`config.mk`:
```
export PLATFORM = sky130hd
export DESIGN_NAME = aes_round_controller
export DESIGN_NICKNAME = d
export VERILOG_FILES = /design/src/rtl/aes_round_controller_pkg.sv /design/src/rtl/aes_round_controller.sv
export SDC_FILE = /design/constraint.sdc
export NUM_CORES = 1
export LEC_CHECK = 0
export CORE_MARGIN = 2
export CORE_UTILIZATION = 52
export DETAILED_ROUTE_END_ITERATION = 16
export GPL_TIMING_DRIVEN = 0
export HOLD_SLACK_MARGIN = 0.12
export PLACE_DENSITY_LB_ADDON = 0.12
export SLEW_MARGIN = 20
export SYNTH_ARGS = -nofsm -noshare
export SYNTH_HDL_FRONTEND = slang
export SYNTH_SLANG_ARGS = --single-unit
```
`constraint.sdc`:
```
create_clock -name clk -period 2.5 [get_ports clk]
set_clock_uncertainty 0.15 [all_clocks]
set_input_delay 0.375 -clock clk [delete_from_list [all_inputs] [get_ports clk]]
set_output_delay 0.375 -clock clk [all_outputs]
set_load 0.01 [all_outputs]
```
`src/rtl/aes_round_controller_pkg.sv`:
```
// Shared types and constants for the AES-128 round sequencing control path.
package aes_pkg;

   typedef enum logic [2:0] {
      IDLE,
      KEY_EXP,
      INIT_ARK,
      ROUND,
      FINAL,
      DONE
   } aes_ctrl_state_t;

   localparam int AES128_ROUNDS = 10;
   localparam int ROUND_W       = 4;

endpackage

```
`src/rtl/aes_round_controller.sv`:
```
// Sequences one AES-128 encryption: optional key expansion, initial AddRoundKey,
// NUM_ROUNDS-1 full rounds and a final round, each preceded by KEY_LAT settle cycles.
module aes_round_controller
   import aes_pkg::*;
#(
   parameter int NUM_ROUNDS = AES128_ROUNDS,
   parameter int KEY_LAT    = 0
) (
   input  logic               clk,
   input  logic               reset,
   input  logic               start,
   input  logic               key_reload,
   input  logic               ke_done,
   output logic               ke_start,
   output logic [ROUND_W-1:0] round_number,
   output logic               load_state,
   output logic               round_en,
   output logic               last_round,
   output logic               busy,
   output logic               done
);

   // Handshakes are level/pulse based: start is taken only in IDLE or DONE;
   // ke_start is a one-cycle request and ke_done is honoured only in KEY_EXP.
   localparam int CNT_W = (KEY_LAT < 1) ? 1 : $clog2(KEY_LAT + 1);
   localparam logic [CNT_W-1:0]   LAT_C    = CNT_W'(KEY_LAT);
   localparam logic [CNT_W-1:0]   CNT_ONE  = CNT_W'(1);
   localparam logic [ROUND_W-1:0] LAST_R   = ROUND_W'(NUM_ROUNDS);
   localparam logic [ROUND_W-1:0] PENULT_R = ROUND_W'(NUM_ROUNDS - 1);
   localparam logic [ROUND_W-1:0] RN_ONE   = ROUND_W'(1);
   localparam logic               LAT_ZERO = (KEY_LAT == 0);
   localparam logic               ONE_RND  = (NUM_ROUNDS == 1);

   aes_ctrl_state_t  state;
   logic             keys_ready;
   logic [CNT_W-1:0] cnt;

   always_ff @(posedge clk) begin
      if (reset) begin
         state        <= IDLE;
         keys_ready   <= 1'b0;
         cnt          <= '0;
         round_number <= '0;
         ke_start     <= 1'b0;
         load_state   <= 1'b0;
         round_en     <= 1'b0;
         last_round   <= 1'b0;
         busy         <= 1'b0;
         done         <= 1'b0;
      end else begin
         ke_start   <= 1'b0;
         load_state <= 1'b0;
         round_en   <= 1'b0;
         last_round <= 1'b0;
         case (state)
            IDLE, DONE: begin
               if (start) begin
                  done         <= 1'b0;
                  busy         <= 1'b1;
                  cnt          <= '0;
                  round_number <= '0;
                  if (key_reload || !keys_ready) begin
                     state    <= KEY_EXP;
                     ke_start <= 1'b1;
                  end else begin
                     state      <= INIT_ARK;
                     load_state <= LAT_ZERO;
                  end
               end
            end
            KEY_EXP: begin
               if (ke_done) begin
                  keys_ready <= 1'b1;
                  state      <= INIT_ARK;
                  cnt        <= '0;
                  load_state <= LAT_ZERO;
               end
            end
            INIT_ARK: begin
               if (cnt == LAT_C) begin
                  cnt          <= '0;
                  round_number <= RN_ONE;
                  state        <= ONE_RND ? FINAL : ROUND;
                  round_en     <= LAT_ZERO;
                  last_round   <= LAT_ZERO && ONE_RND;
               end else begin
                  cnt        <= cnt + CNT_ONE;
                  load_state <= ((cnt + CNT_ONE) == LAT_C);
               end
            end
            ROUND: begin
               if (cnt == LAT_C) begin
                  cnt      <= '0;
                  round_en <= LAT_ZERO;
                  if (round_number == PENULT_R) begin
                     state        <= FINAL;
                     round_number <= LAST_R;
                     last_round   <= LAT_ZERO;
                  end else begin
                     round_number <= round_number + RN_ONE;
                  end
               end else begin
                  cnt      <= cnt + CNT_ONE;
                  round_en <= ((cnt + CNT_ONE) == LAT_C);
               end
            end
            FINAL: begin
               if (cnt == LAT_C) begin
                  cnt   <= '0;
                  state <= DONE;
                  busy  <= 1'b0;
                  done  <= 1'b1;
               end else begin
                  cnt        <= cnt + CNT_ONE;
                  round_en   <= ((cnt + CNT_ONE) == LAT_C);
                  last_round <= ((cnt + CNT_ONE) == LAT_C);
               end
            end
            default: begin
               state <= IDLE;
               busy  <= 1'b0;
               done  <= 1'b0;
            end
         endcase
      end
   end

endmodule

```
# Word level (Yosys, flattened, before mapping)
# Cells that the tools add are included.
# totals
ff_bits	15
inputBits	5
out_inout_bits	10
wordCells	76
# op_classes
addsub	2
eq_ne	12
n_mux	34
bitwise	4
n_reduce_logical	14
# op_table
cell	count
2-to-1 mux 3 bit	6
2-to-1 mux 4 bit	4
2-to-1 mux 1 bit	15
case mux 1 bit (3 select lines)	5
case mux 3 bit (5 select lines)	1
inequality test 2 bit (second input constant)	6
case mux 4 bit (3 select lines)	1
OR reduction 3 bit	3
equality test 3 x 2 -> 1 bit (second input constant)	2
equality test 3 bit (second input constant)	2
AND reduction 3 bit	2
AND reduction 6 bit	1
nonzero test 3 bit	2
adder 4 x 1 -> 4 bit (second input constant)	1
equality test 4 bit (second input constant)	1
NOT 1 bit	4
AND reduction 4 bit	1
equality test 3 x 1 -> 1 bit (second input constant)	1
zero test 3 bit	1
2-to-1 mux 2 bit	1
case mux 1 bit (2 select lines)	1
AND reduction 2 bit	1
OR reduction 2 bit	1
adder 1 bit (second input constant)	1
2 further kinds	2

# Depth between registers and ports, before layout
# Gate-level depths: netlist of run 1.
# logic_depth
depth_word	5
depth_mapped	6
mapped_depth_nobuf	6

# Worst setup path after synthesis of run 1
# Ideal clock, no wire load.
# synth_path
kind	register to register
start	reg round_number[0]
end	reg state[0]
setup_ps	72
arrival_time_ps	1260
required_ps	2278
slack_ps	1019
path_stages_with_launch	6
cell_sequence	dfxtp_1 -> ha_1 -> and3b_1 -> nor2_1 -> a211oi_1 -> mux2i_1
# synth_between
elab_chain_len	3
# synth_rtl
element	line_no	source
start, declared	aes_round_controller.sv:15	output logic [ROUND_W-1:0] round_number,
start signal, assigned	aes_round_controller.sv:100	round_number <= round_number + RN_ONE;
equality test 4 bit	aes_round_controller.sv:95	if (round_number == PENULT_R) begin
inequality test 2 bit (no line)	-	
AND reduction 6 bit (no line)	-	
end signal, assigned	aes_round_controller.sv:83	state <= ONE_RND ? FINAL : ROUND;
end, declared	aes_round_controller.sv:34	aes_ctrl_state_t state;
# Every way passes these cells.
# A chain may end at the register's enable or synchronous reset.

# Worst setup path in the final report of run 1
# layout_path
start	reg round_number[0]
end	out round_number[0]
# No word-level cell between the ends.

==> results of run 1 <==
Yosys cell counts (2+ instances only):
| library cell | count |
|---|---|
| o21ai_0 | 4 |
| a21oi_1 | 10 |
| ha_1 | 2 |
| buf_2 | 4 |
| nor2b_1 | 2 |
| nor2_1 | 14 |
| nor3b_1 | 2 |
| nand3b_1 | 3 |
| inv_1 | 2 |
| mux2i_1 | 2 |
| nand3_1 | 5 |
| a31oi_1 | 2 |
| nand2_1 | 2 |
| and3b_1 | 2 |
| dfxtp_1 | 14 |
| nand2b_1 | 6 |
per-stage QoR:
step,setup slack [ns],util (%)
CTS,0.686,70.6
global route,0.659,70.6
detailed placement,0.445,67.8
finish,0.694,70.6
floorplan,1.02,-
global placement,0.503,67.8
worst max-delay path by stage:
stage                                 end  slack [ns]
after global placement           state[0]        0.50
after CTS                 round_number[0]        0.69
after global routing      round_number[0]        0.66
after detailed placement         state[0]        0.44
final                     round_number[0]        0.69
after floorplan                  state[0]        1.02
flip-flops by register name, summed over array words and instances (netlist names):
| signal | flops |
|---|---|
| state | 3 |
| round_number | 4 |
| busy | 1 |
| round_en | 1 |
| done | 1 |
| last_round | 1 |
| ke_start | 1 |
| keys_ready | 1 |
| load_state | 1 |
final cells by class:
class,count,area (sq um),area share [%]
plain buffers,5,23.8,2.59
clock buffers,4,36.3,3.95
inverters,2,7.51,0.817
multi-input cells,68,412,44.8
flip-flops and latches,14,280,30.5
well taps,15,18.8,2.04
repair buffers,14,140,15.3
power by group through the flow:
| stage | clock network [mW] | registers, mW | logic, mW |
|---|---|---|---|
| detailed placement | 0 | 0.294 | 0.254 |
| global placement | 0 | 0.294 | 0.247 |
| finish | 0.166 | 0.289 | 0.257 |
| global route | 0.176 | 0.294 | 0.285 |
| floorplan | 0 | 0.294 | 0.171 |
| CTS | 0.169 | 0.289 | 0.255 |
cell families (layout without fill, tap and decap cells):
group	count (synthesis)	in the layout
muxes	2	2
buffers and inverters	7	25
AOI/OAI and AO/OA	22	22
xor gates and xnor gates	1	1
adders and majority gates	2	2
and+or+nand+nor	41	41
DFF	14	14
layer usage:
layer | track usage, % | share of wire [%] | up-vias | wire length (um)
met5 | 0 | 0 | - | 0
met2 | 34.4 | 44 | 19 | 722
li1 | - | - | 351 | -
met1 | 27.8 | 48 | 330 | 775
met4 | 14.5 | 2.7 | 0 | 44
met3 | 7.98 | 5.0 | 4 | 82
==> impl_metrics.ini, run 1 <==
[run_status]
status = complete, no violations

[sta]
rsz0062_at_grt = false
whs_ns = 0.337
min_period_ns = 1.81
hold_viol_final = 0
fmax_mhz = 554
max_slew_margin_pct = 70.0
setup_violations = 0
slew_viol_final = 0
worstMarginPinSlew_ns = 0.450
fin_tns_setup_ns = 0
fin_crit_sh_pct = 72.2

[power_and_ir_drop]
leakagePower_nw = 0.340
p_comb_share_pct = 36.0
power.total_mw = 0.712
swShare_pct = 34.3
internal_power_mw = 0.468
ir_drop_v = 0.000613
p_switching_mw = 0.244
clkPwrFrac_pct = 23.3
powerDensity_mw_per_mm2 = 776
power_frac_seq_pct = 40.6

[cts]
clk_pin_slew_worst_paths_ns = 0.09
cts_tree = done
cts-buffers-inserted = 3
post-cts-setup-buffers = 0
cts.repair.resized = 0
ctsRootBufferMaster = clkbuf_4
hold_buffers = 0
clock_latency_ns = 0.29
h-tree-depth = 1
clk_path_buf_depth = 2
clock_sinks = 14

[setup_path]
slowest_delay_ns = 0.57
critPathArrivalTime_ns = 1.28
critPathLaunch = round_number[0]
r2r_cells = 5
r2r_slack_ns = 0.88
crit_fanout = 6
r2r_end = state[0]
crit_chain = clkdlybuf4s50_1
worst_ep_required_time_ns = 1.98
crit_family = buffers and inverters
worst_setup_path_end_kind = output port
reg2reg_from = round_number[0]
crit_buf_inv = 1
crit_path_start_kind = register
crit_type = register to output port
cp_slowest_cell = clkdlybuf4s50_1
crit_cells = 1

[layout]
areaGrowthSynthToFinish_pct = 27.0
fin_nets = 115
final_area_sq_um = 918
final_cell_mix = 14 x nor2_1, 14 x dfxtp_1, 14 x clkdlybuf4s50_1
fill_cells = 122
num_antenna_cells = 0
drive_gt1_share_pct = 8.41
stdcell_count = 122

[logic_synthesis]
synth-seq-cells = 14
ys_seq_area_share_pct = 38.8
yosys.area_share.simple_pct = 30.8
yosysUniqueCellTypes = 29
synth_compound_area_share_pct = 18.7
synth_area_per_cell_sq_um = 8.13
yosys_most_used_dff = dfxtp_1
muxShareOfSynthArea_pct = 2.77
yosys.area_share.adder_pct = 3.46
synth_warnings = 0
synth-xor-area-share_pct = 1.21
async_reset_ff_share_pct = 0
syn_inst = 89
synth_top_family_by_area = simple AND/OR/NAND/NOR gates
syn_nets = 96
synth_edf_count = 0
syn_area_sq_um = 723
synth_area_leaders = dfxtp_1 39%, nor2_1 7.3%, a21oi_1 6.9%
yosysTopAreaCellShare_pct = 38.8
yosysTopAreaCell = dfxtp_1

[flow_run]
drv_cap = 0

[detailed_routing]
ant_nets = 0
drt_iter0_markers = 10
firstDrtPassIters = 4
vias = 704
routed_wl_um = 1620
drc = 0
avgRoutedWirePerCell_um = 13.3
via_per_inst = 5.77

[placed_design]
gp_congestion = 0.790
dp_cells = 118
placed_area_sq_um = 882
hpwl_um = 1160
io_buffers = 14

[floorplan]
rows = 13
die_w_um = 41.3
die-area_sq_mm = 0.00170
boundaryPins = 15
core_sq_mm = 0.00130
fp.dieH_um = 41.3
initial_core_util_pct = 55.6

[min_path]
hp-start = keys_ready
hold_path_depth = 2
hold_path_end = keys_ready
hold_class = register to register

[global_routing]
grt_pass1_wl_um = 2410
first_global_vias = 568
grt-ovfl-total = 0
antenna_found_initial = 0
grt_use_total_pct = 22.9
grt_start_max_net_pins = 11
Power figures use the tool's default switching activity.
==> inputs of run 2 (changes only) <==
--- a/config.mk
+++ b/config.mk
@@ -6,7 +6,7 @@
 export NUM_CORES = 1
 export LEC_CHECK = 0
 export CORE_MARGIN = 2
-export CORE_UTILIZATION = 52
+export CORE_UTILIZATION = 43
 export DETAILED_ROUTE_END_ITERATION = 16
 export GPL_TIMING_DRIVEN = 0
 export HOLD_SLACK_MARGIN = 0.12
==> constraint.sdc (replaced) <==
create_clock -name clk -period 1.6 [get_ports clk]
set_clock_uncertainty 0.15 [all_clocks]
set_input_delay 0.24 -clock clk [delete_from_list [all_inputs] [get_ports clk]]
set_output_delay 0.24 -clock clk [all_outputs]
set_load 0.01 [all_outputs]
==> run 2 against run 1 <==
Largest power group unchanged; die area rose by 19%; combinational power increased by 54%; setup slack worse by 0.61 ns; non-clock buffer count is the same; first-iteration DRC count down 20%; sequential power is 57% higher; utilization down 9.7 points; power increased by 55%; cell count increased by 0.82%; largest cell class unchanged; register-to-register slack worse by 0.76 ns; cell area increased by 2.2%.
==> impl_metrics.ini, run 2 (synthesis results as in run 1) <==
[run_status]
status = complete, no violations

[global_routing]
grt_use_total_pct = 17.6
antenna_found_initial = 0
first_global_vias = 650
grt_start_max_net_pins = 11
grt_pass1_wl_um = 2640
grt-ovfl-total = 0

[layout]
stdcell_count = 123
final_common_cell = nor2_1
largest_reg_flops = 4
num_antenna_cells = 0
fill_cells = 149
fin_nets = 115
final_core_util_pct = 60.9
final_area_sq_um = 938
regMostFlops = round_number
areaGrowthSynthToFinish_pct = 29.8
final_cell_mix = 14 x nor2_1, 11 x dfxtp_1, 10 x a21oi_1
drive_gt1_share_pct = 12.1
top_regs = round_number: 4 flops, state: 3 flops

[setup_path]
crit_fanout = 1
crit_type = register to output port
crit_chain = clkdlybuf4s50_1
crit_family = buffers and inverters
crit_buf_inv = 1
worst_ep_required_time_ns = 1.21
crit_path_start_kind = register
critPathArrivalTime_ns = 1.13
slowest_delay_ns = 0.53
worst_setup_path_end_kind = output port
cp_slowest_cell = clkdlybuf4s50_1

[cts]
clock_sinks = 14
cts-buffers-inserted = 3
h-tree-depth = 1
post-cts-setup-buffers = 0
clk_pin_slew_worst_paths_ns = 0.09
ctsRootBufferMaster = clkbuf_4
cts_tree = done
clock_latency_ns = 0.28
clk_path_buf_depth = 2

[placed_design]
dp_cells = 119
hpwl_um = 1120
placed_area_sq_um = 883
place_ws_ns = -0.290
gp_congestion = 0.765
io_buffers = 14

[detailed_routing]
via_per_inst = 5.58
ant_nets = 0
vias = 686
avgRoutedWirePerCell_um = 12.7
drt_iter0_markers = 8
firstDrtPassIters = 4
routed_wl_um = 1560
drc = 0

[sta]
slew_viol_final = 0
fmax_mhz = 660
min_period_ns = 1.52
fin_tns_setup_ns = 0
max_slew_margin_pct = 70.7
setup_violations = 0
layout_setup_ws_ns = 0.0849
fin_crit_sh_pct = 94.7
worstMarginPinSlew_ns = 0.439
hold_viol_final = 0
whs_ns = 0.274

[floorplan]
core_sq_mm = 0.00154
fp.dieH_um = 45.0
die-area_sq_mm = 0.00203
die_w_um = 45.0
initial_core_util_pct = 46.9
boundaryPins = 15
rows = 14

[flow_run]
drv_cap = 0

[power_and_ir_drop]
ir_drop_v = 0.000585
powerDensity_mw_per_mm2 = 1180
leakagePower_nw = 0.430
power.total_mw = 1.11

[min_path]
hold_class = input pin to register
[run 2: power by group]
| group | total, mW | internal (mW) | switching (mW) |
|---|---|---|---|
| clock | 0.258 | 0.138 | 0.119 |
| combinational | 0.397 | 0.189 | 0.207 |
| sequential | 0.453 | 0.402 | 0.0515 |
| total | 1.11 | 0.729 | 0.378 |
[run 2: cell type report]
cell class | instances | area [sq um] | area share (%)
Buffer | 5 | 23.8 | 2.53
Sequential cell | 14 | 284 | 30.3
Multi-Input combinational cell | 68 | 417 | 44.4
Tap cell | 16 | 20.0 | 2.13
Timing Repair Buffer | 14 | 150 | 16.0
Clock buffer | 4 | 36.3 | 3.87
Inverter | 2 | 7.51 | 0.800
[run 2: worst paths after layout]
path                            slack, ns  depth (start not counted)              end       start
worst max-delay path                 0.08                          1       load_state  load_state
worst min register to register       0.33                          2       keys_ready  keys_ready
worst min-delay path                 0.27                          3         ke_start       start
worst max register to register       0.12                          4  round_number[1]    state[0]
[run 2: what timing repair did]
item	4_1_cts	5_1_grt
pin swaps	0	0
setup endpoints to repair	4	7
resized for setup	5	6
hold buffers	0	0
[run 2: layer usage]
metal	up-vias	share of wire, %	global-route usage [%]
li1	351	-	-
met1	319	50	24.1
met2	14	44	26.9
met3	2	4.2	3.60
met4	0	0.83	7.06
met5	-	0	0
==> inputs of run 3 (changes only) <==
--- a/config.mk
+++ b/config.mk
@@ -9,9 +9,9 @@
 export CORE_UTILIZATION = 43
 export DETAILED_ROUTE_END_ITERATION = 16
 export GPL_TIMING_DRIVEN = 0
-export HOLD_SLACK_MARGIN = 0.12
+export HOLD_SLACK_MARGIN = 0.15
 export PLACE_DENSITY_LB_ADDON = 0.12
-export SLEW_MARGIN = 20
+export SLEW_MARGIN = 15
 export SYNTH_ARGS = -nofsm -noshare
 export SYNTH_HDL_FRONTEND = slang
 export SYNTH_SLANG_ARGS = --single-unit
==> results of run 3 <==
Same layout as run 2: the final DEF is identical, and so are final timing and power.
==> edit, RTL diff (flow settings as in run 3) <==
Change the package constant `ROUND_W` from 4 to 6.
--- a/src/rtl/aes_round_controller_pkg.sv
+++ b/src/rtl/aes_round_controller_pkg.sv
@@ -12,5 +12,5 @@
 
    localparam int AES128_ROUNDS = 10;
-   localparam int ROUND_W       = 4;
+   localparam int ROUND_W       = 6;
 
 endpackage
Interface: changed (resized round_number); port bits go from 15 to 17. No check against the original RTL was run, so the function may have changed too.
==> edit against run 3 <==
Global-route usage rose by 0.40 points; final area rose by 27%; total power rose by 11%; the flow now finishes with violations (negative setup slack); clock power fell by 20%; synthesized area rose by 22%; highest routed layer unchanged; setup slack got worse by 0.10 ns; sequential share of layout area fell by 1.8 points; sequential cell count rose by 2; core utilization rose by 0.66 points; routed wire length rose by 38%; count of clock-buffer cells in the layout fell by 1.
==> edit: results (changes against run 3) <==
[status]
violations=negative setup slack
status=finished with violations  ; was finished clean

[placed_design]
place.gp.congestion=0.8699  ; was 0.7650
portBuffers=15  ; was 14
dp_hpwl_um=1439  ; was 1122 um
place_area_um2=1065  ; was 883.3 um^2

[yosys]
synthTopCellsByArea=dfxtp_1 (36%), nor2_1 (4.7%), o21ai_0 (4.0%), a21oi_1 (3.4%), nand3_1 (3.4%)  ; was dfxtp_1 (39%), nor2_1 (7.3%), a21oi_1 (6.9%), nand2b_1 (5.2%), ha_1 (3.5%)
synth_common_cells=dfxtp_1 (16), nor2_1 (11), nand2_1 (8)  ; was dfxtp_1 (14), nor2_1 (14), a21oi_1 (10)
synthArstFlopShare_pct=0  ; unchanged
yosys_warnings=0  ; unchanged
yosysSeqAreaShare_pct=36.42  ; was 38.75%
synth_flop_cell=dfxtp_1  ; unchanged
synth_cell_types=35  ; was 29
synth_nets=112  ; was 96

[timing]
hold_viol_final=0  ; unchanged
relSlewSlack_pct=67.30  ; was 70.71%
setup_viol=1  ; was 0
setup-tns-final_ns=-0.01678  ; was 0 ns
layout_setup_ws_ns=-0.01678  ; was 0.08494 ns

[global_routing]
grt_pass1_vias=764  ; was 650
grt_use_total_pct=17.99  ; was 17.59%
grt_first_pass_wirelength_um=3532  ; was 2642 um
grt_max_degree=11  ; unchanged
antenna_found_initial=0  ; unchanged

[clock_network]
path_clk_slew_ns=0.10
cts_max_level=1  ; unchanged
insertion_delay_ns=0.28  ; about the same
clock_tree.buffer_depth=2  ; unchanged
cts-root-buf=clkbuf_4  ; unchanged
cts_buffers=3  ; unchanged

[finish]
fin_nets=136  ; was 115
largestRegisters=round_number x6, state x3  ; was round_number x4, state x3
n_antenna_cell=0  ; unchanged
drive_gt1_share_pct=24.41  ; was 12.15%

[drt]
firstDrtPassIters=4  ; unchanged
via_count=841  ; was 686
drt_wl_total_um=2157  ; was 1563 um
first_iter_violations=21  ; was 8

[critical_path]
arrival_ns=1.61  ; was 1.13 ns
crit_fanout=10  ; was 1

[power]
ir_drop_uv=607.8  ; was 585.0 uV
leakage_nw=0.5504  ; was 0.4301 nW
switching_power_w=0.0004574  ; was 0.0003782 W

[min_path]
hold_class=in -> reg  ; unchanged

==> edit: worst paths after layout <==
| check | from | to | slack [ns] | depth (start not counted) |
|---|---|---|---|---|
| worst max-delay path | state[0] | round_number[3] | -0.02 | 5 |
| worst min-delay path | reset | round_en | 0.17 | 2 |
| worst max register to register | state[0] | round_number[3] | -0.02 | 5 |
| worst min register to register | round_number[5] | round_number[5] | 0.36 | 1 |
==> edit: kinds of logic after synthesis <==
kind of cell | after synthesis | synth area share [%]
adders and majority gates | 2 | 2.844
xor gates and xnor gates | 1 | 0.9959
buffers and inverters | 9 | 5.121
and+or+nand+nor | 46 | 30.01
AOI/OAI and AO/OA | 31 | 24.61
DFF | 16 | 36.42
==> edit: repair_timing <==
| action | in CTS | in global routing |
|---|---|---|
| hold endpoints to repair | 0 | 0 |
| setup buffers | 3 | 1 |
| resized for setup | 13 | 19 |
| pin swaps | 3 | 6 |
| endpoints found under the setup margin | 10 | 15 |
==> edit: final cells by class <==
class	count	area (um^2)
timing repair buffer	19	193.9
clock buffer	3	22.52
sequential	16	340.3
fill	182	747.0
multi-input combinational	80	558.0
tap	27	33.78
inverter	3	11.26
buffer	6	35.03
==> edit: worst max-delay path, cell delays in order, from the launching register on <==
cell and delay (ns):
dfxtp_2 0.42, buf_4 0.20, and2b_1 0.20, a21oi_1 0.09, o31ai_1 0.29, a21oi_1 0.12
==> edit: metal layers <==
metal / wire length [um] / global-route usage [%] / vias up
met5: 0 / 0 / -
met4: 7 / 4.762 / 0
met3: 119 / 2.454 / 2
met2: 1050 / 27.93 / 25
met1: 980 / 25.90 / 389
li1: - / - / 425
==> edit: power groups by stage <==
stage	logic, W	clock network [W]	registers [W]
floorplan	0.000313	0	0.000507
global placement	0.000441	0	0.000505
detailed placement	0.000444	0	0.000506
CTS	0.000471	0.000211	0.000503
global route	0.000555	0.000236	0.000514
finish	0.000508	0.000207	0.000510
==> edit: metrics by stage <==
step | std cells | hold slack (ns) | setup slack, ns
6_report | 154 | 0.1686 | -0.01678
5_1_grt | 154 | 0.1955 | -0.08229
4_1_cts | 153 | 0.1704 | 0.0001844
3_5_place_dp | 147 | 0.3393 | -0.4048
3_3_place_gp | 147 | 0.3344 | -0.3831
2_1_floorplan | 105 | 0.2094 | 0.007238
